`src/rtl/dump_ctrl.sv`:
```
// dump_ctrl: streams the captured sample buffer out through the UART, oldest sample first.
// Latency: READ->LATCH->XMIT per byte (trmt 2 clk after ren), then waits for tx_done.
// Backpressure: the UART paces the dump; the next RAM read is issued only after tx_done.
//
// Ports:
//   clk, rst_n          system clock, async active-low reset
//   dump_start          single-cycle dump request (honoured only in IDLE with capture_done=1)
//   capture_done        capture-complete flag
//   waddr               capture write pointer = oldest sample once capture is done
//   ram_rdata           sample RAM read data, valid one clk after ren
//   tx_done             UART byte-complete pulse
//   ren, raddr          sample RAM read port
//   tx_data, trmt       byte and transmit strobe to the UART
//   dump_busy           high in every state except IDLE
//   dump_done           single-cycle completion pulse
//   clr_capture_done    single-cycle request to clear capture_done
module dump_ctrl #(
  parameter int ENTRIES = 384,
  parameter int LOG2    = 9
) (
  input  logic            clk,
  input  logic            rst_n,
  input  logic            dump_start,
  input  logic            capture_done,
  input  logic [LOG2-1:0] waddr,
  input  logic [7:0]      ram_rdata,
  input  logic            tx_done,
  output logic            ren,
  output logic [LOG2-1:0] raddr,
  output logic [7:0]      tx_data,
  output logic            trmt,
  output logic            dump_busy,
  output logic            dump_done,
  output logic            clr_capture_done
);

  typedef enum logic [2:0] {
    IDLE,
    READ,
    LATCH,
    XMIT,
    WAIT_TX,
    DONE
  } state_t;

  localparam logic [LOG2-1:0] LAST = LOG2'(ENTRIES - 1);

  state_t          r_state;
  logic [LOG2-1:0] r_raddr;
  logic [LOG2-1:0] r_cnt;
  logic [7:0]      r_tx_data;
  logic            r_ren;
  logic            r_trmt;
  logic            r_busy;
  logic            r_done;
  logic            r_clr;

  logic            w_last_byte;
  logic [LOG2-1:0] w_raddr_nxt;

  assign w_last_byte = (r_cnt == LAST);
  // Address wraps at the buffer depth, not at 2^LOG2, so non-power-of-two depths stay in range.
  assign w_raddr_nxt = (r_raddr == LAST) ? '0 : r_raddr + LOG2'(1);

  // Outputs are registered: each pulse is set on the edge that enters the state it belongs to.
  always_ff @(posedge clk or negedge rst_n) begin
    if (!rst_n) begin
      r_state   <= IDLE;
      r_raddr   <= '0;
      r_cnt     <= '0;
      r_tx_data <= 8'h00;
      r_ren     <= 1'b0;
      r_trmt    <= 1'b0;
      r_busy    <= 1'b0;
      r_done    <= 1'b0;
      r_clr     <= 1'b0;
    end else begin
      r_ren  <= 1'b0;
      r_trmt <= 1'b0;
      r_done <= 1'b0;
      r_clr  <= 1'b0;
      case (r_state)
        IDLE: begin
          // waddr is sampled only here, so later pointer movement cannot disturb the dump.
          if (dump_start && capture_done) begin
            r_raddr <= waddr;
            r_cnt   <= '0;
            r_ren   <= 1'b1;
            r_busy  <= 1'b1;
            r_state <= READ;
          end
        end
        READ: begin
          r_state <= LATCH;
        end
        LATCH: begin
          // RAM data for the READ-cycle address is on ram_rdata now.
          r_tx_data <= ram_rdata;
          r_trmt    <= 1'b1;
          r_state   <= XMIT;
        end
        XMIT: begin
          r_state <= WAIT_TX;
        end
        WAIT_TX: begin
          if (tx_done) begin
            if (w_last_byte) begin
              r_done  <= 1'b1;
              r_clr   <= 1'b1;
              r_state <= DONE;
            end else begin
              r_cnt   <= r_cnt + LOG2'(1);
              r_raddr <= w_raddr_nxt;
              r_ren   <= 1'b1;
              r_state <= READ;
            end
          end
        end
        DONE: begin
          r_busy  <= 1'b0;
          r_state <= IDLE;
        end
        default: begin
          r_busy  <= 1'b0;
          r_state <= IDLE;
        end
      endcase
    end
  end

  assign ren              = r_ren;
  assign raddr            = r_raddr;
  assign tx_data          = r_tx_data;
  assign trmt             = r_trmt;
  assign dump_busy        = r_busy;
  assign dump_done        = r_done;
  assign clr_capture_done = r_clr;

endmodule

```
`config.mk`:
```
export PLATFORM = sky130hd
export DESIGN_NAME = dump_ctrl
export DESIGN_NICKNAME = d
export VERILOG_FILES = /design/src/rtl/dump_ctrl.sv
export SDC_FILE = /design/constraint.sdc
export NUM_CORES = 1
export LEC_CHECK = 0
export BUFFER_PORTS_ARGS = -buffer_cell sky130_fd_sc_hd__buf_2
export CAP_MARGIN = 20
export CORE_ASPECT_RATIO = 0.9
export CORE_UTILIZATION = 53
export DETAILED_ROUTE_END_ITERATION = 8
export PLACE_DENSITY = 0.91
export REMOVE_ABC_BUFFERS = 1
export SYNTH_ARGS = -nofsm -noshare
export SYNTH_HDL_FRONTEND = slang
export SYNTH_SLANG_ARGS = --single-unit
```
`constraint.sdc`:
```
create_clock -name clk -period 2.85 [get_ports clk]
set_clock_uncertainty 0.2 [all_clocks]
set_input_delay 0.1425 -clock clk [delete_from_list [all_inputs] [get_ports clk]]
set_output_delay 0.1425 -clock clk [all_outputs]
set_load 0.02 [all_outputs]
```
[Word-level counts from Yosys, hierarchy flattened]
Cells that the tools add are included.
Word-level totals
  register bits after elaboration: 33
  output and inout bits: 22
  word-level logic and storage cells: 50
Operators by class
  $add $sub $neg: 2
  equal/unequal tests: 9
  multiplexer cells: 23
  bitwise gates (word level): 1
  reductions and logical operators: 7
Operators by type and width (number)
  $mux 9: 7
  $pmux 9 s2: 2
  $add 9x1->9 const B: 2
  $eq 9x9->1 const B: 2
  $pmux 3 s5: 1
  $mux 3: 3
  $mux 1: 8
  $eq 3x2->1 const B: 2
  $ne 2x2->1 const B: 3
  $pmux 1 s2: 2
  $reduce_and 2->1: 2
  $reduce_and 4->1: 1
  $reduce_or 4->1: 1
  $eq 3x1->1 const B: 1
  $eq 3x3->1 const B: 1
  $logic_not 3->1: 1
  $reduce_bool 2->1: 1
  $logic_and 1x1->1: 1
  $not 1->1: 1

[Logic depth before layout (Yosys ltp)]
  depth in word-level cells: 5
  gate-level depth with buffers: 7
  depth with buffers taken out: 6

[Worst setup path after synthesis]
OpenSTA, ideal clock, no wires.
  path type: reg-to-reg
  start: register r_cnt[0]
  end: register r_raddr[0] (netlist: raddr[0])
  data arrival time: 1.738 ns
  setup slack: 0.787 ns
  cell stages (with the launch flop): 8
  cell sequence: dfrtp_1 -> ha_1 -> nand4_4 -> o311a_1 -> buf_6 -> nor2_8 -> inv_4 -> mux2_4
On the way
  cells in the longest elaborated chain, start to end: 3
RTL lines
  start, declared: line 50  | logic [LOG2-1:0] r_cnt;
  start signal, assigned: line 112  | r_cnt <= r_cnt + LOG2'(1);
  $eq 9x9->1: line 61  | assign w_last_byte = (r_cnt == LAST);
  $ne 2x2->1 (no line)
  $reduce_and 4->1 (no line)
  end signal, assigned: line 86  | r_raddr <= waddr;
  end signal, assigned: line 113  | r_raddr <= w_raddr_nxt;
  end, declared: line 49  | logic [LOG2-1:0] r_raddr;
No other way between the ends.
A chain may end at the register's enable or synchronous reset.

[Worst setup path after layout]
  start: register r_cnt[0]
  end: register r_raddr[1] (netlist: raddr[1])
The elaborated chain is that of the path after synthesis.

==> results by stage <==
Logic synthesis:
- Of all flip-flops after synthesis, the portion carrying an async set or reset was 100%.
- The number of cells produced by synthesis is 164.
- The number of synthesized register bits is 33.
- The Yosys step of the flow raised 0 warnings.
- A synthesized cell averages 10.9 µm².
- The number of synthesized flops with an enable pin is 0.
- Among all flip-flop cells after synthesis, the most frequent one is sky130_fd_sc_hd__dfrtp_1.
- Sequential elements use 46.2% of the synthesized area.
- Sorting the synthesized cells by area gives the leading types as sky130_fd_sc_hd__dfrtp_1, sky130_fd_sc_hd__mux2_2, sky130_fd_sc_hd__nand2_1.
- Of the post-synthesis cell area, the dominant cell type holds 46.2%.
- The mapped netlist covers 1790 µm².
- The dominant cell type by area after synthesis is sky130_fd_sc_hd__dfrtp_1.
- The number of different library cells in the post-synthesis netlist is 49.

Finish:
- The layout has 239 filler cells.
- The number of nets in the layout is 247.
- The fraction of layout instances using a drive strength above 1 is 32.1%.
- The most common cell after layout, fill and taps aside is sky130_fd_sc_hd__buf_2.
- The area growth from synthesis to layout is 25.8%.
- In the layout the commonest cells are sky130_fd_sc_hd__buf_2, sky130_fd_sc_hd__dfrtp_1, sky130_fd_sc_hd__nand2_1.
- The number of diodes added for antenna fixing is 0.

Clocking:
- The number of clock sinks is 33.
- The cell sitting at the root of the clock tree is a sky130_fd_sc_hd__clkbuf_8.
- The largest buffer count on any clock path is 2.
- The total CTS buffers is 5.
- TritonCTS built the clock tree.
- Clock-pin slew was measured on the worst setup and hold paths at 0.07 ns.
- The number of H-tree levels is 2.
- For the worst-skew pair, the clock arrives at the later sink with an insertion delay of 0.28 ns.

STA:
- Adding up every negative setup slack in the final design gives 0 ns.
- The number of slew-limit violations in the final report was 0.
- The number of setup violations in the final report is 0.
- For the pin with the worst max-slew slack, the measured transition is 0.794 ns.
- The ratio of final minimum period to clock period is 83.3%.
- The number of endpoints with negative hold slack in the final report was 0.
- Timing would allow up to 0.421 GHz.
- The post-route worst setup slack is 0.476 ns.
- Setup repair after global routing left no endpoint under its margin.
- The worst relative slew slack is 46.7%.
- The worst hold-check slack is 0.000392 ns.
- The minimum clock period after layout is 2.37 ns.

Worst setup path:
- The arrival time reported for the critical path endpoint is 2.34 ns.
- The critical path contains buffers and inverters numbering 2 combined.
- The element type at the critical path start is a register.
- The critical path goes through ha_1, nand4_4, o311a_1, buf_4, nor2_8, inv_4, mux2_4.
- Of all nets on the critical path, the largest fanout is 12.
- STA classifies the critical path endpoint as a register.
- The cell at the slowest stage of the critical path is sky130_fd_sc_hd__o311a_1.
- The setup path with the least slack is of type reg -> reg.
- The biggest cell delay along the critical path is 0.49 ns.
- At the worst endpoint, the required time is 2.82 ns.
- The kind of cell with the highest combined delay along the critical path is compound AO/OA/AOI/OAI gates.

Job:
- Max-cap violations in this run came to 0.

Floorplan:
- The total area inside the core boundary comes to 3140 µm².
- The starting density of the core is 57.0%.
- The overall die width is 63.2 µm.
- The die span in y is 57.1 µm.
- The number of rows created at floorplan is 19.
- The number of placed I/O pins is 44.
- The floorplan step defined a die boundary enclosing 3610 µm².

Detailed routing:
- Wires add up to 4.15 mm.
- After detailed routing, the number of vias per cell comes to 5.85.
- The total via count in the routed design is 1557.
- After detailed routing, the average wire length per cell comes to 15.6 µm.
- For this run, design rule violations remaining after detail routing come to 0.
- In this run, the number of DRC markers left after iteration 0 of detailed routing was 73.
- The residual antenna-violating net count after detailed routing is 0.
- The first detailed-routing pass took 4 iterations.

Power:
- The leakage power total is 1.05 nW.
- The total internal power is 1.23 mW.
- The sequential share of power is 40.2%.
- The analysis attributes to net switching a power of 0.887 mW.
- VDD sags by at most 0.601 mV.
- The clock network burns 15.7% of the power.
- For this design the ratio of total power to cell area is 940 nW/µm².
- Overall power consumption after layout is estimated at 2.11 mW.
- The switching share of power is 42.0%.
- Combinational cells account for 44.1% of the total power.

Outcome:
- The run finished with clean final reports.

Global routing:
- The wire length of the first global-routing pass is 6.94 mm.
- Global routing used 25.2% of the available tracks across all layers.
- The number of global-route vias before repair was 1554.
- Summed over all layers, the global routing overflow is 0.
- The initial antenna violation count is 0.
- The pin count of the biggest net entering global routing is 34.

Place:
- At the placement stage, the worst setup path has a slack of 0.486 ns.
- Buffers placed on the I/O ports in this run total 43.
- The half-perimeter wire length after detailed placement is 2.71 mm.
- Routability-driven placement finished with a final weighted congestion of 0.860.

Min path:
- The worst hold path belongs to the class in -> reg.
==> power by group through the flow <==
| stage | Sequential (mW) | Combinational [mW] | Clock (mW) |
|---|---|---|---|
| after detailed placement | 0.849 | 0.913 | 0 |
| after global placement | 0.834 | 0.888 | 0 |
| after CTS | 0.845 | 0.932 | 0.339 |
| final | 0.850 | 0.932 | 0.332 |
| after floorplan | 0.980 | 0.471 | 0 |
| after global routing | 0.878 | 1.01 | 0.359 |
==> path summary, 6_finish.rpt <==
kind	depth (start not counted)	to	from	slack, ns
max in group asynchronous	2	raddr[8]$_DFFE_PN0P_	rst_n	1.70
worst min-delay path	4	raddr[4]$_DFFE_PN0P_	waddr[4]	0.0004
min in group asynchronous	2	r_cnt[4]$_DFFE_PN0P_	rst_n	0.28
worst max register to register	7	raddr[1]$_DFFE_PN0P_	r_cnt[0]$_DFFE_PN0P_	0.48
worst min register to register	1	tx_data[4]$_DFFE_PN0P_	tx_data[4]$_DFFE_PN0P_	0.31
worst max-delay path	7	raddr[1]$_DFFE_PN0P_	r_cnt[0]$_DFFE_PN0P_	0.48
==> synthesized netlist by cell type (2+ instances only) <==
| cell type | n |
|---|---|
| sky130_fd_sc_hd__ha_1 | 2 |
| sky130_fd_sc_hd__a31oi_1 | 2 |
| sky130_fd_sc_hd__nand3_1 | 7 |
| sky130_fd_sc_hd__o22a_1 | 2 |
| sky130_fd_sc_hd__a21oi_1 | 2 |
| sky130_fd_sc_hd__o31a_1 | 2 |
| sky130_fd_sc_hd__nor2_1 | 6 |
| sky130_fd_sc_hd__o31ai_1 | 2 |
| sky130_fd_sc_hd__buf_4 | 3 |
| sky130_fd_sc_hd__mux2_4 | 3 |
| sky130_fd_sc_hd__inv_1 | 5 |
| sky130_fd_sc_hd__o22ai_1 | 6 |
| sky130_fd_sc_hd__mux2_2 | 8 |
| sky130_fd_sc_hd__a21o_1 | 2 |
| sky130_fd_sc_hd__buf_6 | 2 |
| sky130_fd_sc_hd__nor4_1 | 2 |
| sky130_fd_sc_hd__o21ai_0 | 9 |
| sky130_fd_sc_hd__nand2_1 | 16 |
| sky130_fd_sc_hd__xnor2_1 | 2 |
| sky130_fd_sc_hd__nor3_1 | 6 |
| sky130_fd_sc_hd__dfrtp_1 | 33 |
| sky130_fd_sc_hd__and3_1 | 3 |
| sky130_fd_sc_hd__mux2i_1 | 5 |
| sky130_fd_sc_hd__clkbuf_1 | 3 |
| sky130_fd_sc_hd__a22o_1 | 6 |
| sky130_fd_sc_hd__o2bb2ai_1 | 2 |
==> layout make-up <==
class / count / area [µm²] / area share (%)
clock buffers: 6 / 72.6 / 3.23
clock inverters: 2 / 10.0 / 0.445
inverters: 6 / 25.0 / 1.11
multi-input cells: 116 / 876 / 38.9
flip-flops and latches: 33 / 826 / 36.7
well taps: 42 / 52.6 / 2.34
repair buffers: 61 / 388 / 17.2
==> kinds of logic (layout without fill, tap and decap cells) <==
| family | Yosys count | count (layout) | share of synthesized area, % |
|---|---|---|---|
| simple gates | 53 | 53 | 18.2 |
| compound gates | 43 | 43 | 18.1 |
| xor+xnor | 2 | 2 | 0.980 |
| buf+inv | 15 | 75 | 4.83 |
| mux | 16 | 16 | 10.4 |
| fa+ha+maj | 2 | 2 | 1.40 |
| flops | 33 | 33 | 46.2 |
==> state kept, by name, indices dropped and copies added (netlist names) <==
signal / cells
r_cnt: 9
raddr: 9
tx_data: 8
r_state: 3
clr_capture_done: 1
dump_busy: 1
ren: 1
trmt: 1
==> worst register-to-register path, delay by kind of cell, from the launching register on <==
| family | cells | cell delay [ns] |
|---|---|---|
| AOI/OAI and AO/OA | 1 | 0.49 |
| adders and majority gates | 1 | 0.26 |
| buffers and inverters | 2 | 0.30 |
| DFF | 1 | 0.40 |
| muxes | 1 | 0.29 |
| and+or+nand+nor | 2 | 0.32 |
==> routing by layer <==
| layer | global-route usage [%] | wire length, µm | part of all wire [%] | up-vias |
|---|---|---|---|---|
| li1 | - | - | - | 730 |
| met1 | 30.2 | 1760 | 42 | 752 |
| met2 | 45.3 | 2110 | 51 | 68 |
| met3 | 4.40 | 232 | 5.6 | 7 |
| met4 | 9.74 | 46 | 1.1 | 0 |
| met5 | 0 | 0 | 0 | - |
==> stage by stage <==
stage          utilization [%]  cell area [µm²]  cells
6_report                  71.7             2250    266
5_1_grt                   71.7             2250    266
4_1_cts                   71.7             2250    266
3_5_place_dp              64.3             2020    243
3_3_place_gp              64.3             2020    243
2_1_floorplan                -             1730    155
==> repair_timing <==
action	CTS	global route
resized for setup	0	0
setup endpoints to repair	0	0
buffers inserted	0	0
endpoints found under the hold margin	47	0
hold buffers	15	0
Note: power is estimated with default switching activity, not from simulation.
